$ cat src/rtl/rgbled_chain_if.sv
// rtl/rgbled_chain_if.sv - host-side bus of the RGB LED chain driver
// Purpose: groups the colour-write handshake, the frame-update request, the status flag
//          and the serial LED data line into one bundle.
// Signals:
//   wr_valid_i   host -> ctrl  colour write request
//   wr_ready_o   ctrl -> host  write accepted when valid & ready (low while busy)
//   wr_idx_i     host -> ctrl  LED index, 0 = first LED on the wire
//   wr_rgb_i     host -> ctrl  colour {R,G,B}
//   update_req_i host -> ctrl  single-cycle pulse: transmit buffer to chain
//   busy_o       ctrl -> host  frame (including latch time) in progress or pending
//   rgbled_o     ctrl -> chain registered serial data
interface rgbled_chain_if #(
    parameter int IdxW = 1
);
    logic            wr_valid_i;
    logic            wr_ready_o;
    logic [IdxW-1:0] wr_idx_i;
    logic [23:0]     wr_rgb_i;
    logic            update_req_i;
    logic            busy_o;
    logic            rgbled_o;

    modport master (
        output wr_valid_i, wr_idx_i, wr_rgb_i, update_req_i,
        input  wr_ready_o, busy_o, rgbled_o
    );

    modport slave (
        input  wr_valid_i, wr_idx_i, wr_rgb_i, update_req_i,
        output wr_ready_o, busy_o, rgbled_o
    );
endinterface

$ cat src/rtl/rgbled_chain_ctrl.sv
// rtl/rgbled_chain_ctrl.sv - WS2812-style daisy-chain RGB LED driver with colour buffer
// Purpose: holds NumLeds 24-bit colours written by the host and, on an update request,
//          serialises them onto one data pin (LED0 first, G/R/B each MSB first), followed
//          by a low latch period. Requests arriving during a frame collapse into one
//          follow-up frame.
// Ports:
//   clk_i  system clock
//   rst_i  asynchronous, active-high reset
//   bus    rgbled_chain_if slave: write handshake, update request, busy, serial output
module rgbled_chain_ctrl #(
    parameter int NumLeds   = 2,
    parameter int ClkFreqHz = 50_000_000,
    parameter int ResetUs   = 60,
    localparam int IdxW     = (NumLeds > 1) ? $clog2(NumLeds) : 1
) (
    input  logic          clk_i,
    input  logic          rst_i,
    rgbled_chain_if.slave bus
);
    localparam int BitCyc   = ClkFreqHz / 800_000;
    localparam int T0HCyc   = ClkFreqHz / 2_500_000;
    localparam int T1HCyc   = ClkFreqHz / 1_250_000;
    localparam int LatchCyc = ClkFreqHz / 1_000_000 * ResetUs;
    localparam int CntMax   = (BitCyc > LatchCyc) ? BitCyc : LatchCyc;
    localparam int CntW     = $clog2(CntMax + 1);

    localparam logic [CntW-1:0] BitLast   = CntW'(BitCyc - 1);
    localparam logic [CntW-1:0] LatchLast = CntW'(LatchCyc - 1);
    localparam logic [CntW-1:0] T0H       = CntW'(T0HCyc);
    localparam logic [CntW-1:0] T1H       = CntW'(T1HCyc);
    localparam logic [IdxW-1:0] LedLast   = IdxW'(NumLeds - 1);
    localparam logic [IdxW:0]   LedCount  = (IdxW + 1)'(NumLeds);

    typedef enum logic [1:0] {
        IDLE  = 2'd0,
        SEND  = 2'd1,
        LATCH = 2'd2
    } state_t;

    state_t          state, state_n;
    logic [CntW-1:0] cnt, cnt_n;
    logic [4:0]      bit_idx, bit_n;
    logic [IdxW-1:0] led_idx, led_n;
    logic            pending, pending_n;
    logic [23:0]     color_mem [NumLeds];
    logic            led_q, led_out_n;
    logic            busy, wr_fire, wr_idx_ok;
    logic [23:0]     wire_word;
    logic            cur_bit;
    logic [CntW-1:0] high_cyc;

    assign busy           = (state != IDLE);
    assign bus.busy_o     = busy;
    assign bus.wr_ready_o = !busy;
    assign bus.rgbled_o   = led_q;
    assign wr_fire        = bus.wr_valid_i && !busy;
    assign wr_idx_ok      = ({1'b0, bus.wr_idx_i} < LedCount);

    // Buffer only changes while idle, so a frame always sees a stable snapshot.
    always_ff @(posedge clk_i or posedge rst_i) begin
        if (rst_i) begin
            for (int i = 0; i < NumLeds; i++) color_mem[i] <= '0;
        end else if (wr_fire && wr_idx_ok) begin
            color_mem[bus.wr_idx_i] <= bus.wr_rgb_i;
        end
    end

    always_ff @(posedge clk_i or posedge rst_i) begin
        if (rst_i) begin
            state   <= IDLE;
            cnt     <= '0;
            bit_idx <= '0;
            led_idx <= '0;
            pending <= 1'b0;
            led_q   <= 1'b0;
        end else begin
            state   <= state_n;
            cnt     <= cnt_n;
            bit_idx <= bit_n;
            led_idx <= led_n;
            pending <= pending_n;
            led_q   <= led_out_n;
        end
    end

    always_comb begin
        state_n   = state;
        cnt_n     = cnt;
        bit_n     = bit_idx;
        led_n     = led_idx;
        pending_n = pending;
        case (state)
            IDLE: begin
                if (bus.update_req_i) begin
                    state_n = SEND;
                    cnt_n   = '0;
                    bit_n   = '0;
                    led_n   = '0;
                end
            end
            SEND: begin
                if (bus.update_req_i) pending_n = 1'b1;
                if (cnt == BitLast) begin
                    cnt_n = '0;
                    if (bit_idx == 5'd23) begin
                        bit_n = '0;
                        if (led_idx == LedLast) begin
                            state_n = LATCH;
                            led_n   = '0;
                        end else begin
                            led_n = led_idx + 1'b1;
                        end
                    end else begin
                        bit_n = bit_idx + 5'd1;
                    end
                end else begin
                    cnt_n = cnt + 1'b1;
                end
            end
            LATCH: begin
                if (cnt == LatchLast) begin
                    cnt_n = '0;
                    // A request landing in the final latch cycle still counts as pending.
                    if (pending || bus.update_req_i) begin
                        state_n   = SEND;
                        pending_n = 1'b0;
                    end else begin
                        state_n = IDLE;
                    end
                end else begin
                    cnt_n = cnt + 1'b1;
                    if (bus.update_req_i) pending_n = 1'b1;
                end
            end
            default: state_n = IDLE;
        endcase
    end

    // The output flop is loaded with the level for the *next* cycle. On the first cycle of
    // any bit cnt_n is 0, which is high for both symbols, so a same-cycle buffer write that
    // is not yet visible here cannot affect the output.
    assign wire_word = {color_mem[led_n][15:8], color_mem[led_n][23:16], color_mem[led_n][7:0]};
    assign cur_bit   = wire_word[5'd23 - bit_n];
    assign high_cyc  = cur_bit ? T1H : T0H;
    assign led_out_n = (state_n == SEND) && (cnt_n < high_cyc);
endmodule
$ cat src/flat_wrapper.sv
// flat-port wrapper written by rule: the top's interface ports become plain ports
module rgbled_chain_ctrl_flat 
#(
    parameter int NumLeds   = 2,
    parameter int ClkFreqHz = 50_000_000,
    parameter int ResetUs   = 60,
    localparam int IdxW     = (NumLeds > 1) ? $clog2(NumLeds) : 1
)
  (clk_i, rst_i, bus_wr_valid_i, bus_wr_idx_i, bus_wr_rgb_i, bus_update_req_i, bus_wr_ready_o, bus_busy_o, bus_rgbled_o);
  rgbled_chain_if bus_i ();
  input  logic clk_i;
  input  logic rst_i;
  input wire logic [$bits(bus_i.wr_valid_i)-1:0] bus_wr_valid_i;
  input wire logic [$bits(bus_i.wr_idx_i)-1:0] bus_wr_idx_i;
  input wire logic [$bits(bus_i.wr_rgb_i)-1:0] bus_wr_rgb_i;
  input wire logic [$bits(bus_i.update_req_i)-1:0] bus_update_req_i;
  output wire logic [$bits(bus_i.wr_ready_o)-1:0] bus_wr_ready_o;
  output wire logic [$bits(bus_i.busy_o)-1:0] bus_busy_o;
  output wire logic [$bits(bus_i.rgbled_o)-1:0] bus_rgbled_o;
  assign bus_i.wr_valid_i = bus_wr_valid_i;
  assign bus_i.wr_idx_i = bus_wr_idx_i;
  assign bus_i.wr_rgb_i = bus_wr_rgb_i;
  assign bus_i.update_req_i = bus_update_req_i;
  assign bus_wr_ready_o = bus_i.wr_ready_o;
  assign bus_busy_o = bus_i.busy_o;
  assign bus_rgbled_o = bus_i.rgbled_o;
  rgbled_chain_ctrl #(.NumLeds(NumLeds), .ClkFreqHz(ClkFreqHz), .ResetUs(ResetUs)) u_core (.clk_i(clk_i), .rst_i(rst_i), .bus(bus_i));
endmodule
$ cat config.mk
export PLATFORM = sky130hd
export DESIGN_NAME = rgbled_chain_ctrl_flat
export DESIGN_NICKNAME = d
export VERILOG_FILES = /design/src/rtl/rgbled_chain_if.sv /design/src/rtl/rgbled_chain_ctrl.sv /design/src/flat_wrapper.sv
export SDC_FILE = /design/constraint.sdc
export NUM_CORES = 1
export LEC_CHECK = 0
export CORE_UTILIZATION = 43
export DETAILED_ROUTE_END_ITERATION = 7
export DONT_BUFFER_PORTS = 1
export HOLD_SLACK_MARGIN = 0.05
export PLACE_DENSITY_LB_ADDON = 0.12
export SETUP_SLACK_MARGIN = 0.2
export SYNTH_ARGS = -nofsm -noshare
export SYNTH_HDL_FRONTEND = slang
export SYNTH_SLANG_ARGS = --single-unit
$ cat constraint.sdc
create_clock -name clk_i -period 6.3 [get_ports clk_i]
set_input_delay 0.63 -clock clk_i [delete_from_list [all_inputs] [get_ports clk_i]]
set_output_delay 0.63 -clock clk_i [all_outputs]
set_load 0.01 [all_outputs]
==> results.md <==
- Status: complete, no violations
- Final Power: 1.69 mW
- Via count: 2785
- H-Tree Depth: 3
- Finished Core Util: 47.8%
- Largest net degree at the start of global routing: 71
- Number of flops mapped to enable cells by yosys: 0
- Layout cells sized above 1: 23.6%
- Core Footprint: 8760 um^2
- Net Sw Power: 0.589 mW
- Antenna cells: 0
- Min-Delay Path Class: input port to flop
- Ys async rst share: 100%
- Post-Syn Area per Cell: 11.0 um^2
- Fin crit period: 4.52 ns
- RSZ-0062 raised after global routing: false
- Synth-to-Final Area Change: 7.07%
- Initial antenna violation count: 0
- Crit. End Element: flop
- Post-route setup TNS: 0 ns
- Dominant register cell in the synthesized netlist: dfrtp_1
- Routed WL: 8860 um
- #FFs+latches synth: 70
- CP Launch Type: flop
- Number of global-route vias before repair: 2836
- Worst-path fanout max: 21
- FMAX: 221 MHz
- Syn Nets: 396
- Die Area: 9490 um^2
- CP required: 6.59 ns
- # DRC: 0
- Internal power: 1.10 mW
- Worst Path Arrival: 4.81 ns
- Final hold vios: 0
- DR vias/cell: 5.95
- Resized cells post-CTS: 0
- Wire length per cell: 18.9 um
- Filler cell count: 820
- Iteration count of the initial detailed-routing pass: 4
- Post-synthesis sequential area ratio: 44.8%
- Die W: 97.4 um
- Root buf cell: clkbuf_8
- Synthesized cell area: 3910 um^2
- Synth Instances: 356
- Final number of setup-violating endpoints: 0
- Synth Warn #: 0
- Flop2flop setup slack: 1.78 ns
- Commonest non-fill, non-tap cell in the layout: dfrtp_1
- Cell area after layout: 4190 um^2
- CTS max path bufs: 2
- Register share of total power: 44.7%
- Comb pwr share: 33.7%
- PwrDens: 404 nW/um^2
- Reg clk slew, reported paths: 0.08 ns
- Sequential cell area: 1750 um^2
- Clk pwr share: 21.6%
- Die Y: 97.4 um
- Clock skew: 0.00864 ns
- IO Count: 32
- GRT Residual Overflow: 0
- Initial DRC Count: 249
- # hold bufs at CTS: 0
- Post-CTS Setup Bufs: 0
- Max Slew Vio Count: 0
- Max-slew headroom: 40.5%
- I/O Buffers: 0
- Worst-Margin Slew: 0.892 ns
- DP HPWL: 6370 um
- # rows: 34
- Highest ir drop seen on vdd: 0.173 mV
- Most frequent cells in the layout: 70 x dfrtp_1, 50 x mux2_2, 22 x nand2_1
- Lkg Pwr: 1.80 nW
- Critical path type: flop to flop
- Max_cap viols: 0
- Initial Util: 44.7%
- Clk sinks: 70
- Count of cell types in the netlist: 64
- Final Wtd Congestion: 0.846
- Net Sw Frac: 34.8%
- Multi-input gate area: 2040 um^2
- Placed inst area: 3990 um^2
- Inserted Clock Buffers: 9
- All-Layer GR Usage: 19.8%
- Final nets: 395
- Worst-Skew Late Latency: 0.35 ns
- Final ANT Viol Nets: 0
- Final worst-path cycle share: 71.7%
- CTS tree: yes
- First-pass GRT wire length: 14800 um
-- routing by layer --
| metal | up-vias | routed length (um) | GRT usage (%) |
|---|---|---|---|
| met5 | - | 0 | 0 |
| met4 | 0 | 82 | 6.00 |
| met3 | 5 | 527 | 6.47 |
| met2 | 44 | 4080 | 29.9 |
| met1 | 1402 | 4170 | 27.0 |
| li1 | 1334 | - | - |
-- path summary, 6_finish.rpt --
path,start,to,depth (start not counted)
max in group asynchronous,rst_i,u_core.state[1],2
min in group asynchronous,rst_i,u_core.color_mem[26],2
worst max-delay path,u_core.state[1],u_core.bus.rgbled_o,15
worst min-delay path,bus_wr_rgb_i[11],u_core.color_mem[11],1
worst max register to register,u_core.state[1],u_core.bus.rgbled_o,15
worst min register to register,u_core.color_mem[12],u_core.color_mem[12],1
-- cell usage after synthesis (all sizes together), types with 3 or more instances --
library cell	instances	area, um^2
ha	11	138
and3	12	75.1
nand3	17	85.1
or2	3	18.8
a21oi	12	60.1
o22ai	3	18.8
nand2	23	93.8
o21bai	3	22.5
or3	6	37.5
o21ai	13	65.1
o221ai	3	32.5
nor3	4	20.0
nor4	7	58.8
nand4b	5	50.0
a21o	4	30.0
nand3b	3	35.0
nor2	17	63.8
a31oi	5	52.6
mux2i	10	100
o31ai	3	22.5
a211oi	8	60.1
inv	12	47.6
clkbuf	10	38.8
nor2b	4	25.0
nand2b	4	25.0
dfrtp	70	1750
buf	5	40.0
mux2	50	563
-- cell type report --
type | instances | area share, %
Multi-Input combinational cell | 259 | 48.6
Sequential cell | 70 | 41.8
Tap cell | 108 | 3.22
Clock buffer | 10 | 3.05
Clock inverter | 6 | 1.67
Inverter | 12 | 1.13
Timing Repair Buffer | 3 | 0.537
-- power by group through the flow --
stage	combinational [mW]	clock [mW]	sequential (mW)
final	0.571	0.366	0.756
after global routing	0.635	0.392	0.780
after CTS	0.575	0.378	0.756
after detailed placement	0.571	0	0.764
after global placement	0.551	0	0.772
after floorplan	0.490	0	0.709
-- per-stage QoR --
stage | setup WS (ns) | instances | hold slack, ns
6_report | 1.78 | 468 | 0.421
3_5_place_dp | 1.77 | 452 | 0.487
3_3_place_gp | 1.95 | 452 | 0.483
2_1_floorplan | 2.43 | 356 | 0.471
5_1_grt | 1.38 | 468 | 0.408
4_1_cts | 1.75 | 468 | 0.405
-- worst max-delay path: stages, from the launching register on --
cell	delay, ns
dfrtp_1	0.45
inv_1	0.10
ha_1	0.36
mux2i_1	0.62
nand2_1	0.19
a2bb2oi_4	0.32
nand2_4	0.25
mux2i_1	0.17
a2111o_1	0.43
o221ai_2	0.19
nand4b_2	0.19
ha_1	0.34
a2111oi_0	0.37
and4b_1	0.28
o21a_1	0.13
a31o_1	0.09
-- cell families (layout without fill, tap and decap cells) --
group / count (synthesis) / count (layout) / share of synthesized area [%]
simple gates: 109 / 109 / 16.1
flops: 70 / 70 / 44.8
mux: 60 / 60 / 16.9
fa+ha+maj: 11 / 11 / 3.52
buf+inv: 27 / 31 / 3.23
xor+xnor: 1 / 1 / 0.224
compound gates: 78 / 78 / 15.2
-- state kept, by name, indices dropped and copies added (netlist names) --
name	cells
u_core.pending	1
u_core.bit_idx	5
u_core.color_mem	48
u_core.state	2
u_core.led_idx	1
u_core.bus.rgbled_o	1
u_core.cnt	12
Power figures use the tool's default switching activity.
